<file path="config.mk">
export PLATFORM = sky130hd
export DESIGN_NAME = alu_mc
export DESIGN_NICKNAME = d
export VERILOG_FILES = /design/src/rtl/alu_pkg.sv /design/src/rtl/alu_muldiv_iter.sv /design/src/rtl/alu_mc.sv
export SDC_FILE = /design/constraint.sdc
export NUM_CORES = 1
export LEC_CHECK = 0
export BUFFER_PORTS_ARGS = -buffer_cell sky130_fd_sc_hd__clkbuf_2
export CAP_MARGIN = 15
export CORE_MARGIN = 2
export CORE_UTILIZATION = 31
export CTS_BUF_LIST = sky130_fd_sc_hd__clkbuf_8
export DETAILED_ROUTE_END_ITERATION = 7
export GPL_ROUTABILITY_DRIVEN = 0
export PLACE_DENSITY_LB_ADDON = 0.05
export SYNTH_ARGS = -nofsm -noshare
export SYNTH_HDL_FRONTEND = slang
export SYNTH_HIERARCHICAL = 1
export SYNTH_SLANG_ARGS = --single-unit
</file>
<file path="constraint.sdc">
create_clock -name clk -period 6.75 [get_ports clk]
set_input_delay 1.35 -clock clk [delete_from_list [all_inputs] [get_ports clk]]
set_output_delay 1.35 -clock clk [all_outputs]
set_load 0.05 [all_outputs]
</file>
<file path="src/rtl/alu_pkg.sv">
`default_nettype none
// ============================================================================
// Module  : alu_pkg
// Brief   : Opcodes, FSM state encoding and helpers shared by the ALU.
// Revision: 1.0
// ============================================================================
package alu_pkg;

    localparam logic [3:0] c_op_and   = 4'd0;
    localparam logic [3:0] c_op_or    = 4'd1;
    localparam logic [3:0] c_op_xor   = 4'd2;
    localparam logic [3:0] c_op_nor   = 4'd3;
    localparam logic [3:0] c_op_add   = 4'd4;
    localparam logic [3:0] c_op_sll   = 4'd5;
    localparam logic [3:0] c_op_srl   = 4'd6;
    localparam logic [3:0] c_op_sra   = 4'd7;
    localparam logic [3:0] c_op_sub   = 4'd8;
    localparam logic [3:0] c_op_slt   = 4'd9;
    localparam logic [3:0] c_op_sltu  = 4'd10;
    localparam logic [3:0] c_op_mul   = 4'd11;
    localparam logic [3:0] c_op_mulhu = 4'd12;
    localparam logic [3:0] c_op_divu  = 4'd13;
    localparam logic [3:0] c_op_remu  = 4'd14;
    localparam logic [3:0] c_op_rsvd  = 4'd15;

    typedef enum logic [1:0] {
        ST_IDLE = 2'd0,
        ST_CALC = 2'd1,
        ST_DONE = 2'd2
    } alu_state_t;

    typedef enum logic [1:0] {
        MD_MUL   = 2'd0,
        MD_MULHU = 2'd1,
        MD_DIVU  = 2'd2,
        MD_REMU  = 2'd3
    } md_op_t;

    function automatic logic is_iter_op(input logic [3:0] fs);
        return (fs == c_op_mul) || (fs == c_op_mulhu) ||
               (fs == c_op_divu) || (fs == c_op_remu);
    endfunction

    function automatic md_op_t md_op_of(input logic [3:0] fs);
        md_op_t v_op;
        case (fs)
            c_op_mulhu: v_op = MD_MULHU;
            c_op_divu:  v_op = MD_DIVU;
            c_op_remu:  v_op = MD_REMU;
            default:    v_op = MD_MUL;
        endcase
        return v_op;
    endfunction

endpackage
`default_nettype wire

</file>
<file path="src/rtl/alu_muldiv_iter.sv">
`default_nettype none
// ============================================================================
// Module  : alu_muldiv_iter
// Brief   : Radix-2 shift-add multiplier / restoring divider, WIDTH steps.
// Revision: 1.0
// ============================================================================
module alu_muldiv_iter
    import alu_pkg::*;
#(
    parameter int WIDTH = 32
) (
    input  logic             clk,
    input  logic             rst,
    input  logic             start,
    input  md_op_t           op,
    input  logic [WIDTH-1:0] a,
    input  logic [WIDTH-1:0] b,
    output logic             last,
    output logic [WIDTH-1:0] result
);

    localparam int CW = $clog2(WIDTH);
    localparam logic [CW-1:0] c_last_step = CW'(WIDTH - 1);

    // hi/lo hold {product high, product low} for MUL, {remainder, quotient} for DIV
    logic [WIDTH-1:0] r_hi;
    logic [WIDTH-1:0] r_lo;
    logic [WIDTH-1:0] r_b;
    logic [CW-1:0]    r_cnt;
    logic             r_busy;
    md_op_t           r_op;

    logic             w_is_div;
    logic [WIDTH:0]   w_add;
    logic [WIDTH:0]   w_shift;
    logic [WIDTH-1:0] w_diff;
    logic             w_fit;
    logic [WIDTH-1:0] w_hi_next;
    logic [WIDTH-1:0] w_lo_next;

    always_comb begin
        w_is_div  = (r_op == MD_DIVU) || (r_op == MD_REMU);
        w_add     = {1'b0, r_hi} + (r_lo[0] ? {1'b0, r_b} : {(WIDTH+1){1'b0}});
        w_shift   = {r_hi, r_lo[WIDTH-1]};
        w_fit     = (w_shift >= {1'b0, r_b});
        w_diff    = w_shift[WIDTH-1:0] - r_b;
        w_hi_next = w_add[WIDTH:1];
        w_lo_next = {w_add[0], r_lo[WIDTH-1:1]};
        if (w_is_div) begin
            w_hi_next = w_fit ? w_diff : w_shift[WIDTH-1:0];
            w_lo_next = {r_lo[WIDTH-2:0], w_fit};
        end
        // The top captures the value being written on the final step edge
        case (r_op)
            MD_MULHU: result = w_hi_next;
            MD_REMU:  result = w_hi_next;
            default:  result = w_lo_next;
        endcase
        last = r_busy && (r_cnt == c_last_step);
    end

    always_ff @(posedge clk) begin
        if (rst) begin
            r_hi   <= '0;
            r_lo   <= '0;
            r_b    <= '0;
            r_cnt  <= '0;
            r_busy <= 1'b0;
            r_op   <= MD_MUL;
        end else if (start) begin
            r_hi   <= '0;
            r_lo   <= a;
            r_b    <= b;
            r_cnt  <= '0;
            r_busy <= 1'b1;
            r_op   <= op;
        end else if (r_busy) begin
            r_hi <= w_hi_next;
            r_lo <= w_lo_next;
            if (last) begin
                r_busy <= 1'b0;
                r_cnt  <= '0;
            end else begin
                r_cnt <= r_cnt + 1'b1;
            end
        end
    end

endmodule
`default_nettype wire

</file>
<file path="src/rtl/alu_mc.sv">
`default_nettype none
// ============================================================================
// Module  : alu_mc
// Brief   : Multi-cycle ALU: single-cycle logic/arith/shift, iterative mul/div.
// Revision: 1.0
// ============================================================================
module alu_mc
    import alu_pkg::*;
#(
    parameter int WIDTH = 32,
    parameter int SHW   = $clog2(WIDTH)
) (
    input  logic             clk,
    input  logic             rst,
    input  logic             in_valid,
    output logic             in_ready,
    input  logic [WIDTH-1:0] A,
    input  logic [WIDTH-1:0] B,
    input  logic             C0,
    input  logic [3:0]       FS,
    output logic             out_valid,
    input  logic             out_ready,
    output logic [WIDTH-1:0] F,
    output logic [3:0]       status
);

    alu_state_t       r_state;
    alu_state_t       w_state_next;
    logic [WIDTH-1:0] r_f;
    logic [3:0]       r_status;

    logic             w_start;
    logic             w_capture_alu;
    logic             w_capture_md;
    logic             w_md_last;
    logic [WIDTH-1:0] w_md_result;

    logic [WIDTH:0]   w_sum;
    logic [WIDTH:0]   w_dif;
    logic [SHW-1:0]   w_sh;
    logic [WIDTH-1:0] w_f;
    logic             w_v;
    logic             w_c;

    // Single-cycle datapath, evaluated on the live inputs at the accept edge
    always_comb begin
        w_sh  = B[SHW-1:0];
        w_sum = {1'b0, A} + {1'b0, B} + {{WIDTH{1'b0}}, C0};
        w_dif = {1'b0, A} + {1'b0, ~B} + {{WIDTH{1'b0}}, 1'b1};
        w_f   = '0;
        w_v   = 1'b0;
        w_c   = 1'b0;
        case (FS)
            c_op_and: w_f = A & B;
            c_op_or:  w_f = A | B;
            c_op_xor: w_f = A ^ B;
            c_op_nor: w_f = ~(A | B);
            c_op_add: begin
                w_f = w_sum[WIDTH-1:0];
                w_c = w_sum[WIDTH];
                w_v = (A[WIDTH-1] == B[WIDTH-1]) && (w_sum[WIDTH-1] != A[WIDTH-1]);
            end
            c_op_sll: w_f = A << w_sh;
            c_op_srl: w_f = A >> w_sh;
            c_op_sra: w_f = $signed(A) >>> w_sh;
            c_op_sub: begin
                w_f = w_dif[WIDTH-1:0];
                w_c = w_dif[WIDTH];
                w_v = (A[WIDTH-1] != B[WIDTH-1]) && (w_dif[WIDTH-1] != A[WIDTH-1]);
            end
            c_op_slt:  w_f = {{(WIDTH-1){1'b0}}, ($signed(A) < $signed(B))};
            c_op_sltu: w_f = {{(WIDTH-1){1'b0}}, (A < B)};
            default:   w_f = '0;
        endcase
    end

    always_ff @(posedge clk) begin
        if (rst) begin
            r_state <= ST_IDLE;
        end else begin
            r_state <= w_state_next;
        end
    end

    always_comb begin
        w_state_next  = r_state;
        w_start       = 1'b0;
        w_capture_alu = 1'b0;
        w_capture_md  = 1'b0;
        case (r_state)
            ST_IDLE: begin
                if (in_valid) begin
                    if (is_iter_op(FS)) begin
                        w_start      = 1'b1;
                        w_state_next = ST_CALC;
                    end else begin
                        w_capture_alu = 1'b1;
                        w_state_next  = ST_DONE;
                    end
                end
            end
            ST_CALC: begin
                if (w_md_last) begin
                    w_capture_md = 1'b1;
                    w_state_next = ST_DONE;
                end
            end
            ST_DONE: begin
                if (out_ready) begin
                    w_state_next = ST_IDLE;
                end
            end
            default: w_state_next = ST_IDLE;
        endcase
    end

    always_ff @(posedge clk) begin
        if (rst) begin
            r_f      <= '0;
            r_status <= '0;
        end else if (w_capture_alu) begin
            r_f      <= w_f;
            r_status <= {w_v, w_c, w_f[WIDTH-1], (w_f == '0)};
        end else if (w_capture_md) begin
            r_f      <= w_md_result;
            r_status <= {2'b00, w_md_result[WIDTH-1], (w_md_result == '0)};
        end
    end

    alu_muldiv_iter #(
        .WIDTH (WIDTH)
    ) u_muldiv (
        .clk    (clk),
        .rst    (rst),
        .start  (w_start),
        .op     (md_op_of(FS)),
        .a      (A),
        .b      (B),
        .last   (w_md_last),
        .result (w_md_result)
    );

    // in_ready is gated by rst so no operation is offered while reset is held
    assign in_ready  = (r_state == ST_IDLE) && !rst;
    assign out_valid = (r_state == ST_DONE);
    assign F         = r_f;
    assign status    = r_status;

endmodule
`default_nettype wire

</file>
# After elaboration in Yosys (flattened, before gate mapping)
# Index checks and enable logic that the tools add are counted.
dict set report op_classes {
  n_eq_ne 27
  bitwise_logic 5
  mux 32
  n_reduce_logical 18
  order_cmp 3
  n_addsub 7
  shifts 3
}
# operator n
set ops {}
lappend ops {{32-bit one-hot mux with 11 select lines} 1}
lappend ops {{32-bit two-way mux} 9}
lappend ops {{32-bit by 32-bit adder with 33-bit output} 2}
lappend ops {{32-bit logical NOT} 2}
lappend ops {{32-bit less-than comparator} 2}
lappend ops {{32-bit inverter} 2}
lappend ops {{32-bit by 33-bit adder with 33-bit output} 1}
lappend ops {{33-bit by 1-bit adder with 33-bit output} 1}
lappend ops {{33-bit by 1-bit adder with 33-bit output, second input constant} 1}
lappend ops {{33-bit by 32-bit greater-or-equal comparator with 1-bit output} 1}
lappend ops {{32-bit bitwise AND} 1}
lappend ops {{32-bit OR} 1}
lappend ops {{32-bit by 5-bit << shifter with 32-bit output} 1}
lappend ops {{32-bit by 5-bit >> shifter with 32-bit output} 1}
lappend ops {{32-bit by 5-bit >>> shifter with 32-bit output} 1}
lappend ops {{32-bit subtractor} 1}
lappend ops {{32-bit XOR} 1}
lappend ops {{4-bit equality test, second input constant} 7}
lappend ops {{4-bit by 3-bit equality test with 1-bit output, second input constant} 4}
lappend ops {{2-bit one-hot mux with 3 select lines} 2}
lappend ops {{1-bit two-way mux} 11}
lappend ops {{4-bit by 2-bit equality test with 1-bit output, second input constant} 2}
lappend ops {{2-bit two-way mux} 4}
lappend ops {{4-bit two-way mux} 2}
lappend ops {{other kinds (19)} 34}
dict set report word_totals {
  input_bits 73
  word_cells 104
  regBits 142
  output_inout_bits 38
}

# Logic depth before layout (Yosys ltp)
# Gate-level depths: netlist of run 1.
dict set report depth {
  ltp_word 8
  depth_mapped 19
  ltp_nobuf 18
}

# By module
# Netlist of run 1, hierarchy kept.
# module cells_per_inst area_each_um2 seq_area_each_um2 instances
set modules_own_cells {}
lappend modules_own_cells {alu_mc 1681 11473.5 740.7 1}
lappend modules_own_cells {alu_muldiv_iter 1188 9102.5 2082.0 1}

# Worst setup path before layout of run 1
# Ideal clock, no wire load.
dict set report synth_timing {
  path_kind {input-to-reg}
  from {input B[3]}
  to {register r_status[0] (netlist: status[0])}
  slack_ps 1484
  setup_time_ps 84
  arrival_time_ps 5182
  required_ps 6666
  stages 17
  path_buffers 4
  path_cell_list {buf_2 > inv_1 > buf_2 > buf_1 > clkbuf_1 > ha_1 > nor2_1 > nand3_1 > a21oi_2 > o31ai_2 > o21a_1 > a221o_1 > a221o_1 > or4_1 > nor4_2 > nand4_1 > o31ai_2}
}
dict set report synth_between {
  elab_chain_len 6
  elab_cells_between_ends 17
  classes_between {4 x add/sub; 2 x order compare; 3 x shift; 2 x mux; 5 x bitwise; 1 x reduce/logical}
}
# item line
set synth_rtl {}
lappend synth_rtl {{start, declared} alu_mc.sv:18} ;# input logic [WIDTH-1:0] B,
lappend synth_rtl {{32-bit inverter} alu_mc.sv:49} ;# w_dif = {1'b0, A} + {1'b0, ~B} + {{WIDTH{1'b0}}, 1'b1};
lappend synth_rtl {{32-bit by 32-bit adder with 33-bit output} alu_mc.sv:49}
lappend synth_rtl {{33-bit by 1-bit adder with 33-bit output} alu_mc.sv:49}
lappend synth_rtl {{32-bit one-hot mux with 11 select lines (*)} alu_mc.sv:53} ;# case (FS)
lappend synth_rtl {{32-bit logical NOT (*)} alu_mc.sv:123} ;# r_status <= {w_v, w_c, w_f[WIDTH-1], (w_f == '0)};
lappend synth_rtl {{4-bit two-way mux (*)} alu_mc.sv:121} ;# end else if (w_capture_alu) begin
lappend synth_rtl {{end signal, assigned} alu_mc.sv:123}
lappend synth_rtl {{end signal, assigned} alu_mc.sv:126} ;# r_status <= {2'b00, w_md_result[WIDTH-1], (w_md_result == '0)};
lappend synth_rtl {{end, declared} alu_mc.sv:30} ;# logic [3:0] r_status;
# Every way passes the cells marked *; elsewhere a longest branch is shown, timed or not.
# A chain may end at the register's enable or synchronous reset.

# Worst setup path in the final report of run 1
dict set report layout_timing {
  from {register u_muldiv.r_b[26]}
  to {register r_status[0] (netlist: status[0])}
}
dict set report layout_between {
  elab_chain_len 7
  elab_cells_between_ends 11
  classes_between {2 x add/sub; 1 x order compare; 7 x mux; 1 x reduce/logical}
}
# item line
set layout_rtl {}
lappend layout_rtl {{start, declared} alu_muldiv_iter.sv:28} ;# logic [WIDTH-1:0] r_b;
lappend layout_rtl {{start signal, assigned} alu_muldiv_iter.sv:66} ;# r_b <= '0;
lappend layout_rtl {{start signal, assigned} alu_muldiv_iter.sv:73} ;# r_b <= b;
lappend layout_rtl {{33-bit by 32-bit greater-or-equal comparator with 1-bit output} alu_muldiv_iter.sv:45} ;# w_fit = (w_shift >= {1'b0, r_b});
lappend layout_rtl {{32-bit two-way mux} alu_muldiv_iter.sv:50} ;# w_hi_next = w_fit ? w_diff : w_shift[WIDTH-1:0];
lappend layout_rtl {{32-bit two-way mux} alu_muldiv_iter.sv:49} ;# if (w_is_div) begin
lappend layout_rtl {{32-bit two-way mux} alu_muldiv_iter.sv:54} ;# case (r_op)
lappend layout_rtl {{net w_md_result[2]} alu_mc.sv:36} ;# logic [WIDTH-1:0] w_md_result;
lappend layout_rtl {{32-bit logical NOT} alu_mc.sv:126}
lappend layout_rtl {{4-bit two-way mux} alu_mc.sv:124} ;# end else if (w_capture_md) begin
lappend layout_rtl {{4-bit two-way mux} alu_mc.sv:121}
# The timed path passes the listed nets, and every way through them passes these cells. The select of a mux whose other input is x is not followed.

==> results of run 1 <==
[logic make-up (layout without fill, tap and decap cells)]
logic type,after synthesis,after routing,share of synthesized area [%]
AOI/OAI and AO/OA,984,984,31.4
xor gates and xnor gates,71,71,3.02
adders and majority gates,171,171,10.6
buffers and inverters,349,346,7.07
DFF,141,141,13.7
muxes,236,236,13.6
and+or+nand+nor,917,917,20.6
[area by class of cell]
cell class	instances	area, µm²	share of cell area [%]
Multi-Input combinational cell	2379	16300	73.3
Tap cell	864	1080	4.86
Clock inverter	11	165	0.742
Inverter	147	552	2.48
Clock buffer	20	275	1.24
Timing Repair Buffer	168	1030	4.64
Sequential cell	141	2830	12.7
[Yosys cell counts, types with 39 or more instances]
| cell type | n |
|---|---|
| nor2_1 | 322 |
| a21oi_1 | 277 |
| nand2_1 | 264 |
| o21ai_0 | 187 |
| ha_1 | 166 |
| mux2i_1 | 159 |
| dfxtp_1 | 141 |
| inv_1 | 140 |
| clkbuf_1 | 113 |
| a211oi_1 | 80 |
| nand3_1 | 54 |
| nor3_1 | 54 |
| xnor2_1 | 52 |
| and2_1 | 51 |
| o211ai_1 | 50 |
| buf_2 | 43 |
| o22ai_1 | 39 |
[flip-flops by register name, summed over array words and instances (netlist names)]
signal / flops
u_muldiv/r_op: 2
u_muldiv/r_b: 32
u_muldiv/r_hi: 32
u_muldiv/r_lo: 32
r_state: 2
u_muldiv/r_busy: 1
u_muldiv/r_cnt: 5
F: 31
status: 4
[per-layer routing]
metal	global-route usage, %	part of all wire (%)	vias up	wire [µm]
li1	-	-	10500	-
met1	40.3	46	11200	46200
met2	42.8	42	1100	42300
met3	4.91	7.5	175	7470
met4	10.5	3.9	2	3890
met5	0	0.013	-	13
[critical path: cells and delay by family (launching register included)]
kind | cells | cell delay (ps)
compound gates | 6 | 1850
fa+ha+maj | 1 | 380
buf+inv | 1 | 70
flops | 1 | 420
mux | 1 | 150
simple gates | 7 | 2510
[per-stage QoR]
step / util [%] / hold WS, ps
after detailed placement: 33.2 / 487
final: 33.8 / 507
after CTS: 33.8 / 502
after global routing: 33.8 / 521
after floorplan: - / 475
after global placement: 33.2 / 474
[worst paths after layout]
check,depth (start not counted),start,to
max,16,u_muldiv/r_b[26],status[0]
min,2,status[3],status[3]
max reg2reg,16,u_muldiv/r_b[26],status[0]
min reg2reg,2,status[3],status[3]
[power by group]
group          switching, mW  internal [mW]  total, mW  leakage, nW
Clock                  0.397          0.428      0.825        0.218
Sequential            0.0562          0.876      0.932         1.15
Combinational           1.24          0.642       1.88         7.77
Total                   1.69           1.95       3.64         9.14
==> run_results.csv, run 1 <==
group,metric,value,unit
layout,layout_commonest_cell,"nor2_1",
sta,setup_ws,1250,ps
sta,timing.slew.headroom,22.7,%
route,antenna_left,0,
worst_setup_path,cp_slowest_cell,"and2_1",
flow_run,cap_violations,0,
cts,clk_path_buf_depth,2,
route,drt-vias-per-instance,6.16,
pwr,finalPower,3.64,mW
cts,cts_hold_buf,0,
pwr,power.density,164,nW/µm²
sta,skew,31.5,ps
die,io_pins,111,
placement,port-buffer-count,110,
logic_synthesis,synth_ff_type,"dfxtp_1",
sta,tightest_slew,1160,ps
die,coreArea,65700,µm²
route,drc,0,
logic_synthesis,syn_inst,2869,
route,totalWireLength,99900,µm
die,die_x,262,µm
worst_setup_path,critPathKind,"reg2reg",
global_route,grt_max_degree,101,
sta,drv_slew,0,
logic_synthesis,synth_seq_area_share,13.7,%
cts,cts_tree,"done",
sta,setup_viol,0,
placement,dp_hpwl,78500,µm
layout,nFillCells,7145,
cts,numCtsBuffers,17,
logic_synthesis,synthArstFlopShare,0,%
cts,clkSinkCount,141,
logic_synthesis,yosys.area.top_type,"dfxtp_1",
worst_setup_path,slowest_delay,740,ps
cts,h-tree-depth,4,
placement,dp_slack,1040,ps
global_route,antenna_found_initial,2,
cts,post_cts_resized,0,
layout,area_growth,8.15,%
logic_synthesis,ys_ff_latch,141,
layout,n_antenna_cell,0,
worst_setup_path,startpoint_type,"flip-flop",
layout,final_cells,3730,
die,die_area,68500,µm²
die,rows,94,
cts,cts_setup_buffers,0,
cts,clockRootBuffer,"clkbuf_8",
min_path,min_path_type,"reg2reg",
placement,postPlaceCellArea,21800,µm²
cts,cts.clk_slew.worst_paths,90,ps
logic_synthesis,synth_edf_count,0,
die,die_h,262,µm
worst_setup_path,path_cells,"inv_1 -> ha_1 -> and3_1 -> and4_1 -> nand4_1 -> a21oi_1 -> a2111oi_4 -> and2_1 -> o21ai_0 -> a21oi_1 -> mux2i_1 -> nor4_1 -> nand4_1 -> o31ai_1 -> nand2_1 -> o31ai_2",
sta,period_share,81.4,%
pwr,power.ir.vdd_worst,0.0834,mV
worst_setup_path,reg2reg_slack,1250,ps
worst_setup_path,cp.required,7190,ps
logic_synthesis,synth.avg_cell_area,7.17,µm²
pwr,cellLeakagePower,9.14,nW
run_status,status,"finished clean",
logic_synthesis,syn_nets,3113,
cts,clk_latency,540,ps
route,wl_per_cell,26.8,µm
global_route,grtUsageTotal,28.4,%
logic_synthesis,synth.distinct_cells,102,
global_route,grt-ovfl-total,0,
die,start_util,31.3,%
global_route,grt_pass1_wl,145000,µm
route,vias,23000,
sta,fin_setup_tns,0,ps
layout,drive_above_1_share,11.6,%
logic_synthesis,synth_top_area_share,13.7,%
global_route,grt_pass1_vias,21300,
route,drtIter0Drc,2854,
layout,design_area,22300,µm²
worst_setup_path,cp.arrival,5940,ps
worst_setup_path,critPathCaptureType,"flip-flop",
worst_setup_path,crit_fanout,9,
sta,timing.fmax,182,MHz
sta,rsz0062_at_grt,"false",
logic_synthesis,yosys-top-cells-area,"dfxtp_1, ha_1, mux2i_1, a21oi_1, nor2_1",
placement,place_inst,3699,
route,dr.pass1.iters,7,
logic_synthesis,yosysWarnings,6,
sta,period_minus_slack,5500,ps
layout,nets,3098,
logic_synthesis,netlist_area,20600,µm²
layout,layout_common_cells,"nor2_1, a21oi_1, nand2_1",
sta,hold_violations,0,
(Power assumes the default switching activity.)
==> run 2, diff against run 1 <==
==> constraint.sdc (replaced) <==
create_clock -name clk -period 5.5 [get_ports clk]
set_input_delay 1.1 -clock clk [delete_from_list [all_inputs] [get_ports clk]]
set_output_delay 1.1 -clock clk [all_outputs]
set_load 0.05 [all_outputs]
==> run 2 against run 1 <==
Effect of this change:
- sequential power up 23%
- cell area up 2.8%
- wire length up 1.5%
- global-route usage up 0.50 points
- hold slack worse by 23 ps
- power up 23%
- register-to-register slack worse by 930 ps
- largest cell class unchanged
- first-iteration DRC count down 6.1%
- core utilization up 0.95 points
==> run_results.csv, run 2 (synthesis gave the netlist of run 1 again) <==
group,metric,value,unit
layout,design_area,22900,µm²
placement,place_inst,3780,
cts,h-tree-depth,4,
pwr,power_frac_comb,53.6,%
run_status,status,"finished clean",
worst_setup_path,cp.arrival,5590,ps
route,drtIter0Drc,2679,
sta,drv_slew,0,
global_route,grt_pass1_wl,148000,µm
cts,cts_setup_buffers,0,
sta,fin_setup_tns,0,ps
layout,final_util,34.8,%
pwr,power.density,196,nW/µm²
global_route,grtUsageTotal,28.9,%
placement,port-buffer-count,110,
layout,reg_top3,"u_muldiv/r_b: 32 flops, u_muldiv/r_hi: 32 flops, u_muldiv/r_lo: 32 flops",
placement,dp_hpwl,81300,µm
route,antenna_left,0,
route,dr.pass1.iters,6,
sta,timing.slew.headroom,28.8,%
cts,clkSinkCount,141,
route,drt-vias-per-instance,6.12,
min_path,min_path_type,"reg2reg",
cts,cts_tree,"done",
cts,cts.clk_slew.worst_paths,100,ps
sta,period_minus_slack,5170,ps
cts,clk_latency,500,ps
sta,setup_viol,0,
pwr,intPower,2.36,mW
route,vias,23300,
sta,tightest_slew,1070,ps
die,rows,94,
pwr,switchingPower,2.13,mW
layout,layout_common_cells,"nor2_1, a21oi_1, nand2_1",
sta,skew,15.3,ps
cts,numCtsBuffers,17,
worst_setup_path,worstReg2RegEnd,"status[0]",
pwr,p_sw_share,47.4,%
die,die_area,68500,µm²
worst_setup_path,r2r_start,"u_muldiv/r_b[26]",
worst_setup_path,worstRegToRegCells,16,
sta,period_share,94.0,%
global_route,grt_max_degree,80,
cts,cts_hold_buf,0,
die,die_h,262,µm
sta,timing.fmax,193,MHz
layout,area_growth,11.2,%
layout,nets,3180,
placement,postPlaceCellArea,22400,µm²
worst_setup_path,critPathKind,"reg2reg",
die,io_pins,111,
worst_setup_path,cp-endpoint,"status[0]",
sta,rsz0062_at_grt,"false",
die,coreArea,65700,µm²
worst_setup_path,crit_fanout,13,
pwr,p_seq_share,25.6,%
route,drc,0,
pwr,power.ir.vdd_worst,0.129,mV
pwr,cellLeakagePower,9.53,nW
route,totalWireLength,101000,µm
sta,hold_violations,0,
layout,final_cells,3813,
cts,clk_path_buf_depth,2,
worst_setup_path,cp.required,5920,ps
worst_setup_path,reg2reg_slack,330,ps
global_route,antenna_found_initial,3,
global_route,grt_pass1_vias,21900,
worst_setup_path,critPathCaptureType,"flip-flop",
cts,clockRootBuffer,"clkbuf_8",
worst_setup_path,startpoint_type,"flip-flop",
cts,post_cts_resized,0,
layout,n_antenna_cell,0,
flow_run,cap_violations,0,
global_route,grt-ovfl-total,0,
layout,layout_commonest_cell,"nor2_1",
die,start_util,31.3,%
die,die_x,262,µm
pwr,p_clk_share,20.8,%
layout,drive_above_1_share,14.1,%
worst_setup_path,startpoint,"u_muldiv/r_b[26]",
route,wl_per_cell,26.6,µm
## run 2: changes by cell type in the layout (fill, tap and decap cells not counted), moves of 3 or more
cell	change
inv_6	+3
clkbuf_8	-3
buf_4	+79
inv_8	+4
## run 2: through the flow
stage | total power, mW | hold WS, ps | setup slack, ps
4_1_cts | 4.46 | 483 | 348
2_1_floorplan | 2.67 | 475 | 484
5_1_grt | 4.72 | 505 | 140
6_report | 4.49 | 484 | 328
3_3_place_gp | 3.52 | 468 | 127
3_5_place_dp | 3.52 | 469 | 49.0
## run 2: worst min path at each step
stage	slack (ps)	endpoint	cells past startpoint	start
detailed placement	470	status[3]	2	status[3]
global route	500	status[3]	2	status[3]
CTS	480	status[3]	2	status[3]
floorplan	470	u_muldiv/r_b[10]	2	u_muldiv/r_b[10]
global placement	470	status[3]	2	status[3]
finish	480	status[3]	2	status[3]
## run 2: power by group through the flow
stage	Combinational (mW)	Clock, mW	Sequential, mW
5_1_grt	2.57	1.00	1.15
6_report	2.41	0.934	1.15
3_3_place_gp	2.35	0	1.17
3_5_place_dp	2.35	0	1.17
4_1_cts	2.36	0.958	1.15
2_1_floorplan	1.48	0	1.20
## run 2: cell type report
| type | instances | area [µm²] |
|---|---|---|
| clock buffer | 17 | 234 |
| multi-input combinational | 2379 | 16300 |
| inverter | 147 | 552 |
| tap | 864 | 1080 |
| sequential | 141 | 2830 |
| timing repair buffer | 250 | 1680 |
| clock inverter | 15 | 180 |
| fill | 7196 | 42900 |
## run 2: metal layers
layer,track usage [%],wire length [µm],vias up
li1,-,-,10700
met1,41.5,46800,11300
met2,44.0,43300,1125
met3,4.96,7870,152
met4,8.38,3240,8
met5,1.04,136,-
## run 2: worst max-delay path: stages, from the launching register on
cell	delay, ps
dfxtp_1	400
inv_1	60
ha_1	370
and3_1	350
and4_1	260
nand4_1	180
a21oi_1	180
a2111oi_4	440
nand2_2	350
buf_4	310
o311ai_0	810
mux2i_1	230
nor4_1	460
nand4_1	150
o31ai_1	330
nand2_1	110
o31ai_2	70
